[src/rtl/button_conditioner.sv]
// Pushbutton front-end: two-flop synchronisers, per-button debounce FSMs, and
// registered Enable/UpDown toggles plus one-cycle press pulses.
module button_conditioner #(
  parameter int DEBOUNCE_CYCLES = 1000000,
  parameter int CNT_W           = 20
) (
  input  logic Clk_In,
  input  logic Rst,
  input  logic Btn_Enable,
  input  logic Btn_Dir,
  input  logic Btn_Clear,
  output logic Enable,
  output logic UpDown,
  output logic Cnt_Rst,
  output logic Enable_Pulse,
  output logic Dir_Pulse
);

  typedef enum logic [1:0] {
    IDLE_LOW  = 2'd0,
    WAIT_HIGH = 2'd1,
    IDLE_HIGH = 2'd2,
    WAIT_LOW  = 2'd3
  } state_t;

  localparam logic [CNT_W-1:0] CNT_ZERO = {CNT_W{1'b0}};
  localparam logic [CNT_W-1:0] CNT_ONE  = CNT_W'(1);
  localparam logic [CNT_W-1:0] CNT_MAX  = CNT_W'(DEBOUNCE_CYCLES);

  // channel index: 0 = enable, 1 = direction, 2 = clear
  logic [2:0]       raw_s;
  logic [2:0]       sync1_r;
  logic [2:0]       sync2_r;
  state_t           state_r     [3];
  state_t           state_nxt_s [3];
  logic [CNT_W-1:0] cnt_r       [3];
  logic [CNT_W-1:0] cnt_nxt_s   [3];
  logic [2:0]       accept_s;

  logic enable_r;
  logic updown_r;
  logic cnt_rst_r;
  logic enable_pulse_r;
  logic dir_pulse_r;

  assign raw_s = {Btn_Clear, Btn_Dir, Btn_Enable};

  // Two-flop synchroniser for the raw asynchronous buttons
  always_ff @(posedge Clk_In) begin
    if (Rst) begin
      sync1_r <= 3'b000;
      sync2_r <= 3'b000;
    end else begin
      sync1_r <= raw_s;
      sync2_r <= sync1_r;
    end
  end

  // Debounce FSM and counter registers for all three channels
  always_ff @(posedge Clk_In) begin
    for (int i = 0; i < 3; i++) begin
      if (Rst) begin
        state_r[i] <= IDLE_LOW;
        cnt_r[i]   <= CNT_ZERO;
      end else begin
        state_r[i] <= state_nxt_s[i];
        cnt_r[i]   <= cnt_nxt_s[i];
      end
    end
  end

  // Next-state logic; a press is accepted only on the WAIT_HIGH -> IDLE_HIGH step
  always_comb begin
    accept_s = 3'b000;
    for (int i = 0; i < 3; i++) begin
      state_nxt_s[i] = state_r[i];
      cnt_nxt_s[i]   = cnt_r[i];
      case (state_r[i])
        IDLE_LOW: begin
          if (sync2_r[i]) begin
            state_nxt_s[i] = WAIT_HIGH;
            cnt_nxt_s[i]   = CNT_ONE;
          end else begin
            cnt_nxt_s[i]   = CNT_ZERO;
          end
        end
        WAIT_HIGH: begin
          if (!sync2_r[i]) begin
            state_nxt_s[i] = IDLE_LOW;
            cnt_nxt_s[i]   = CNT_ZERO;
          end else if (cnt_r[i] == CNT_MAX) begin
            state_nxt_s[i] = IDLE_HIGH;
            cnt_nxt_s[i]   = CNT_ZERO;
            accept_s[i]    = 1'b1;
          end else begin
            cnt_nxt_s[i]   = cnt_r[i] + CNT_ONE;
          end
        end
        IDLE_HIGH: begin
          if (!sync2_r[i]) begin
            state_nxt_s[i] = WAIT_LOW;
            cnt_nxt_s[i]   = CNT_ONE;
          end else begin
            cnt_nxt_s[i]   = CNT_ZERO;
          end
        end
        WAIT_LOW: begin
          if (sync2_r[i]) begin
            state_nxt_s[i] = IDLE_HIGH;
            cnt_nxt_s[i]   = CNT_ZERO;
          end else if (cnt_r[i] == CNT_MAX) begin
            state_nxt_s[i] = IDLE_LOW;
            cnt_nxt_s[i]   = CNT_ZERO;
          end else begin
            cnt_nxt_s[i]   = cnt_r[i] + CNT_ONE;
          end
        end
        default: begin
          state_nxt_s[i] = IDLE_LOW;
          cnt_nxt_s[i]   = CNT_ZERO;
        end
      endcase
    end
  end

  // Registered levels and pulses driven from accepted presses
  always_ff @(posedge Clk_In) begin
    if (Rst) begin
      enable_r       <= 1'b0;
      updown_r       <= 1'b1;
      cnt_rst_r      <= 1'b0;
      enable_pulse_r <= 1'b0;
      dir_pulse_r    <= 1'b0;
    end else begin
      enable_r       <= enable_r ^ accept_s[0];
      updown_r       <= updown_r ^ accept_s[1];
      cnt_rst_r      <= accept_s[2];
      enable_pulse_r <= accept_s[0];
      dir_pulse_r    <= accept_s[1];
    end
  end

  assign Enable       = enable_r;
  assign UpDown       = updown_r;
  assign Cnt_Rst      = cnt_rst_r;
  assign Enable_Pulse = enable_pulse_r;
  assign Dir_Pulse    = dir_pulse_r;

endmodule

[config.mk]
export PLATFORM = sky130hd
export DESIGN_NAME = button_conditioner
export DESIGN_NICKNAME = d
export VERILOG_FILES = /design/src/rtl/button_conditioner.sv
export SDC_FILE = /design/constraint.sdc
export NUM_CORES = 1
export LEC_CHECK = 0
export CAP_MARGIN = 20
export CORE_ASPECT_RATIO = 0.8
export CORE_MARGIN = 5
export CORE_UTILIZATION = 55
export DETAILED_ROUTE_END_ITERATION = 16
export MAX_ROUTING_LAYER = met4
export PLACE_DENSITY = 0.75
export SYNTH_ARGS = -nofsm -noshare
export SYNTH_HDL_FRONTEND = slang
export SYNTH_SLANG_ARGS = --single-unit
[constraint.sdc]
create_clock -name Clk_In -period 2.1 [get_ports Clk_In]
set_input_delay 0.315 -clock Clk_In [delete_from_list [all_inputs] [get_ports Clk_In]]
set_output_delay 0.315 -clock Clk_In [all_outputs]
set_load 0.02 [all_outputs]
==> results of run 1 <==
[where the power goes]
| group | switching (uW) | internal, uW | total [uW] | leakage [uW] |
|---|---|---|---|---|
| Sequential | 34.7 | 1490 | 1530 | 0.000622 |
| Clock | 560 | 672 | 1230 | 0.0000981 |
| Combinational | 133 | 107 | 240 | 0.000551 |
[cell families after synthesis]
group | Yosys count | synth area share, %
XOR/XNOR | 56 | 13.9
AO/OA/AOI/OAI | 22 | 4.30
adder cells (fa/ha/maj) | 16 | 5.69
buffers and inverters | 34 | 3.95
multiplexers | 2 | 0.569
AND/OR/NAND/NOR | 196 | 27.7
flip-flops | 77 | 43.8
[layout by cell type, fill, tap and decap left out, types with 4 or more instances in the layout]
cell and count:
xnor2_1 28, clkinvlp_4 4, nor2_1 79, nand2b_1 4, nor4b_1 5, ha_1 16
nor4_1 7, nand2_1 16, inv_1 26, buf_4 9, a21oi_1 6, clkbuf_8 9
nand4_1 14, nor2b_1 8, clkdlybuf4s50_1 9, dfxtp_1 77, xor2_1 28, nor3_1 11
and3_1 4, nand3_1 32
[state kept, by name, summed over array words and instances, names as in the netlist, named ones only]
signal and count:
state_r 3, UpDown 1, Enable 1, Cnt_Rst 1
Enable_Pulse 1, Dir_Pulse 1, sync2_r 3, sync1_r 3
cnt_r 60
[worst max path at each step]
| stage | endpoint | depth (start not counted) | slack (ns) |
|---|---|---|---|
| 5_1_grt | cnt_r[2][18] | 6 | 0.007 |
| 3_3_place_gp | cnt_r[0][11] | 6 | 0.08 |
| 2_1_floorplan | cnt_r[0][11] | 7 | 0.07 |
| 6_report | cnt_r[0][9] | 6 | 0.10 |
| 4_1_cts | cnt_r[0][9] | 6 | 0.04 |
| 3_5_place_dp | cnt_r[0][13] | 6 | 0.04 |
[final cells by class]
| type | count | area (um^2) |
|---|---|---|
| clock inverters | 7 | 98.8 |
| repair buffers | 19 | 178 |
| inverters | 26 | 97.6 |
| clock buffers | 9 | 124 |
| flip-flops and latches | 77 | 1540 |
| fillers | 551 | 2300 |
| multi-input cells | 292 | 1860 |
| well taps | 84 | 105 |
[per-layer routing]
| metal | global-route usage [%] | up-vias |
|---|---|---|
| met5 | - | - |
| met4 | 3.27 | 0 |
| met3 | 5.86 | 4 |
| met2 | 25.5 | 44 |
| met1 | 22.6 | 1255 |
| li1 | - | 1395 |
[through the flow]
step / hold WS, ns / utilization, %
after floorplan: 0.414 / -
after detailed placement: 0.428 / 59.6
after CTS: 0.454 / 63.1
after global placement: 0.417 / 59.6
final: 0.449 / 63.5
after global routing: 0.479 / 63.5
[what timing repair did]
item	CTS	global route
hold buffers	0	0
resized for setup	0	4
endpoints found under the hold margin	0	0
endpoints found under the setup margin	0	21
==> flow_metrics.py, run 1 <==
metrics = {
    "timing": {
        "tightest_slew_ns": 0.461,
        "worst_slack_ns": 0.100,
        "rsz0062_at_grt": "no",
        "fin_crit_sh_pct": 95.2,
        "setup_viol": 0,
        "max-slew-margin-rel_pct": 68.9,
        "fin_crit_ns": 2.00,
        "finalClockSkew_ns": 0.00920,
        "slew_viol_final": 0,
        "max_freq_mhz": 500,
        "hold_violations": 0,
        "fin_setup_tns_ns": 0,
    },
    "clocking": {
        "cts_made_buffers": 9,
        "clk-insertion-delay-late_ns": 0.35,
        "post-cts-setup-buffers": 0,
        "clk_path_buf_depth": 2,
        "htree_num_levels": 3,
        "cts_root_buffer": "clkbuf_8",
        "cts_tree": "built",
        "cts.sinks": 77,
        "path_clk_slew_ns": 0.08,
    },
    "logic_synthesis": {
        "async_flop_share_pct": 0,
        "synth_flop_cell": "dfxtp_1",
        "synth-seq-area-share_pct": 43.8,
        "synth-edff-count": 0,
        "synth_top_area_share_pct": 43.8,
        "ys.warnings.count": 0,
        "ys_seq_elements": 77,
        "syn_area_um2": 3520,
        "yosys-top-cells-count": "79 x nor2_1, 77 x dfxtp_1, 32 x nand3_1",
        "netlist_top_cells_area": "dfxtp_1 44%, nor2_1 8.4%, xnor2_1 7.0%",
        "synthCells": 403,
        "yosysTopAreaCell": "dfxtp_1",
        "synth_most_common_cell": "nor2_1",
        "ys_types": 41,
        "syn_nets": 424,
        "avgSynthCellArea_um2": 8.73,
    },
    "grt": {
        "grt_antenna_before_repair": 0,
        "grt_first_pass_wirelength_um": 11000,
        "overflow": 0,
        "grt_max_degree": 20,
        "grt.total_usage_pct": 17.0,
        "grt_pass1_vias": 2505,
    },
    "worst_setup_path": {
        "crit_path_end_kind": "register",
        "r2r_cells": 6,
        "worstPathArrival_ns": 2.24,
        "crit_fanout": 19,
        "crit_chain": "or4_1, or4_4, o21ai_4, or3_4, buf_12, nor2_1",
        "startpoint": "cnt_r[0][4]",
        "reg2reg_slack_ns": 0.10,
        "critical-path-max-stage-delay_ns": 0.52,
        "cp-start-kind": "register",
        "path_class": "register to register",
        "required_ns": 2.34,
        "cp_num_buf_inv": 1,
        "critical-path-slowest-cell": "or4_4",
        "r2r-end": "cnt_r[0][9]",
        "crit_family": "simple AND/OR/NAND/NOR gates",
        "r2r-start": "cnt_r[0][4]",
    },
    "finish": {
        "syn_to_final_growth_pct": 13.9,
        "drive_gt1_share_pct": 7.91,
        "nets": 446,
        "diodes": 0,
        "fin_cells": 514,
        "fin_area_um2": 4010,
    },
    "detailed_routing": {
        "met2WireLength_um": 2660,
        "drt-met1-wl_um": 3260,
        "firstDrtPassIters": 4,
        "drt_wl_total_um": 6200,
        "wl_met3_um": 241,
        "num_vias": 2698,
        "top_layer_used": "met4",
        "drc": 0,
        "ant_nets": 0,
        "wl_per_cell_um": 12.1,
        "via_per_inst": 5.25,
        "drt_iter0_markers": 143,
    },
    "placement": {
        "placed_cell_area_um2": 3760,
        "io_buffers": 9,
        "dp.cells": 498,
        "place.gp.congestion": 0.837,
        "place_ws_ns": 0.0353,
        "dp_hpwl_um": 4360,
    },
    "power": {
        "power_density_nw_per_um2": 748,
        "p_leak_uw": 0.00127,
        "power_uw": 3000,
        "vdd_drop_max_v": 0.000649,
    },
    "run_status": {
        "status": "finished, final reports clean",
    },
    "floorplan": {
        "core-area_um2": 6310,
        "row_count": 26,
        "io_pins": 10,
        "die_h_um": 81.5,
        "dieWidth_um": 99.4,
        "die_area_um2": 8100,
        "initial_core_util_pct": 55.7,
    },
    "min_path": {
        "hold_depth": 1,
        "min_from": "sync1_r[0]",
        "hp-class": "register to register",
        "min_to": "sync2_r[0]",
    },
    "run": {
        "maxCapViolations": 0,
    },
}
Note: power is estimated with default switching activity, not from simulation.
==> run 2: changes to the inputs <==
- CORE_MARGIN: 5 -> 2
==> run 2 against run 1 <==
Maximum frequency shrank 1.1%; critical endpoint is now cnt_r[0][6]; highest routed layer unchanged; setup slack worse by 0.022 ns; cell area barely moved; via count is 1.5% lower; cell count increased by 0.19%; sequential power is essentially flat.
==> flow_metrics.py, run 2 (synthesis gave the netlist of run 1 again) <==
metrics = {
    "placement": {
        "dp_hpwl_um": 4310,
        "io_buffers": 9,
        "place.gp.congestion": 0.881,
        "placed_cell_area_um2": 3770,
    },
    "power": {
        "pwr-share-clk_pct": 40.4,
        "power_density_nw_per_um2": 743,
        "vdd_drop_max_v": 0.000435,
        "sw_frac_of_total_pct": 22.9,
        "intPower_uw": 2290,
        "p_leak_uw": 0.00129,
        "combPwrFrac_pct": 8.3,
        "power_frac_seq_pct": 51.3,
        "power_uw": 2980,
        "power.switching_uw": 683,
    },
    "finish": {
        "seq_area_um2": 1540,
        "drive_gt1_share_pct": 7.66,
        "multi_input_area_um2": 1860,
        "fin_area_um2": 4010,
        "largest_reg_flops": 60,
        "largest-register": "cnt_r",
        "layout_commonest_cell": "nor2_1",
        "final_cell_mix": "79 x nor2_1, 77 x dfxtp_1, 32 x nand3_1",
        "nets": 448,
        "syn_to_final_growth_pct": 13.9,
        "fill_cells": 553,
        "diodes": 0,
    },
    "timing": {
        "fin_crit_sh_pct": 96.3,
        "fin_setup_tns_ns": 0,
        "hold_violations": 0,
        "tightest_slew_ns": 0.518,
        "rsz0062_at_grt": "no",
        "fin_crit_ns": 2.02,
        "slew_viol_final": 0,
        "setup_viol": 0,
        "max-slew-margin-rel_pct": 65.0,
        "max_freq_mhz": 495,
        "finalClockSkew_ns": 0.00657,
    },
    "floorplan": {
        "row_count": 26,
        "io_pins": 10,
        "core-area_um2": 6280,
        "die_h_um": 75.5,
        "initial_core_util_pct": 56.0,
        "die_area_um2": 7050,
        "dieWidth_um": 93.4,
    },
    "grt": {
        "overflow": 0,
        "grt_first_pass_wirelength_um": 10800,
        "grt.total_usage_pct": 19.9,
        "grt_antenna_before_repair": 0,
        "grt_max_degree": 20,
        "grt_pass1_vias": 2460,
    },
    "worst_setup_path": {
        "crit_fanout": 10,
        "crit_chain": "or4_1, or4_4, o21ai_4, or3_1, buf_4, nor2_1",
        "worstPathArrival_ns": 2.25,
        "crit_path_end_kind": "register",
        "cp_num_buf_inv": 1,
        "startpoint": "cnt_r[0][4]",
        "required_ns": 2.33,
        "r2r-start": "cnt_r[0][4]",
        "crit_family": "simple AND/OR/NAND/NOR gates",
        "critical-path-max-stage-delay_ns": 0.52,
        "cp-start-kind": "register",
        "reg2reg_slack_ns": 0.08,
        "critical-path-slowest-cell": "or4_1",
        "path_class": "register to register",
    },
    "clocking": {
        "ctsHoldBuffers": 0,
        "path_clk_slew_ns": 0.07,
        "cts_tree": "built",
        "cts.sinks": 77,
        "clk-insertion-delay-late_ns": 0.34,
        "cts_root_buffer": "clkbuf_8",
        "clk_path_buf_depth": 2,
        "cts_made_buffers": 9,
        "htree_num_levels": 3,
    },
    "detailed_routing": {
        "drc": 0,
        "drt_wl_total_um": 6040,
        "drt_iter0_markers": 109,
        "num_vias": 2657,
        "via_per_inst": 5.16,
        "ant_nets": 0,
        "wl_per_cell_um": 11.7,
        "firstDrtPassIters": 4,
    },
    "run": {
        "maxCapViolations": 0,
    },
    "min_path": {
        "min_from": "sync1_r[2]",
        "hp-class": "register to register",
    },
    "run_status": {
        "status": "finished, final reports clean",
    },
}
run 2: cell count changes in the layout (fill, tap and decap cells not counted), sizes merged:
| cell | before | now |
|---|---|---|
| buf | 10 | 12 |
| clkbuf | 9 | 11 |
| clkinv | 0 | 1 |
| clkinvlp | 4 | 1 |
| inv | 27 | 26 |
run 2: layout make-up:
type,instances,share of cell area (%)
inverter,26,2.44
sequential,77,38.5
clock inverter,4,1.81
timing repair buffer,21,4.81
multi-input combinational,292,46.3
clock buffer,11,3.53
tap,84,2.62
run 2: through the flow:
stage	setup WS, ns	std cells	utilization (%)	hold WS (ns)
after global placement	0.0902	499	60.0	0.423
after floorplan	0.0657	403	-	0.414
after detailed placement	0.0225	499	60.0	0.431
final	0.0778	515	63.8	0.443
after global routing	0.00613	515	63.8	0.456
after CTS	0.0202	514	63.4	0.451
run 2: path summary, 6_finish.rpt:
kind,to,cells after the start
worst max-delay path,cnt_r[0][6],6
worst min-delay path,sync2_r[2],1
worst max register to register,cnt_r[0][6],6
worst min register to register,sync2_r[2],1
run 2: what timing repair did:
action,4_1_cts,5_1_grt
hold endpoints to repair,0,0
buffers inserted,0,1
setup endpoints to repair,0,21
gates resized for setup,0,3
run 2: worst reg2reg max path, delay by kind of cell (launching register included):
family,cells,cell delay [ns]
and+or+nand+nor,4,1.25
DFF,1,0.33
buffers and inverters,1,0.17
AOI/OAI and AO/OA,1,0.16
run 2: metal layers:
layer | global-route usage, % | share of wire, %
met5 | - | 0
met4 | 5.23 | 0.98
met3 | 6.33 | 2.8
met2 | 29.6 | 44
met1 | 26.4 | 52
run 2: power groups by stage:
stage	logic [uW]	clock network, uW	registers [uW]
finish	247	1200	1530
global route	281	1310	1530
CTS	235	1240	1530
detailed placement	233	0	1560
global placement	222	0	1560
floorplan	185	0	1550
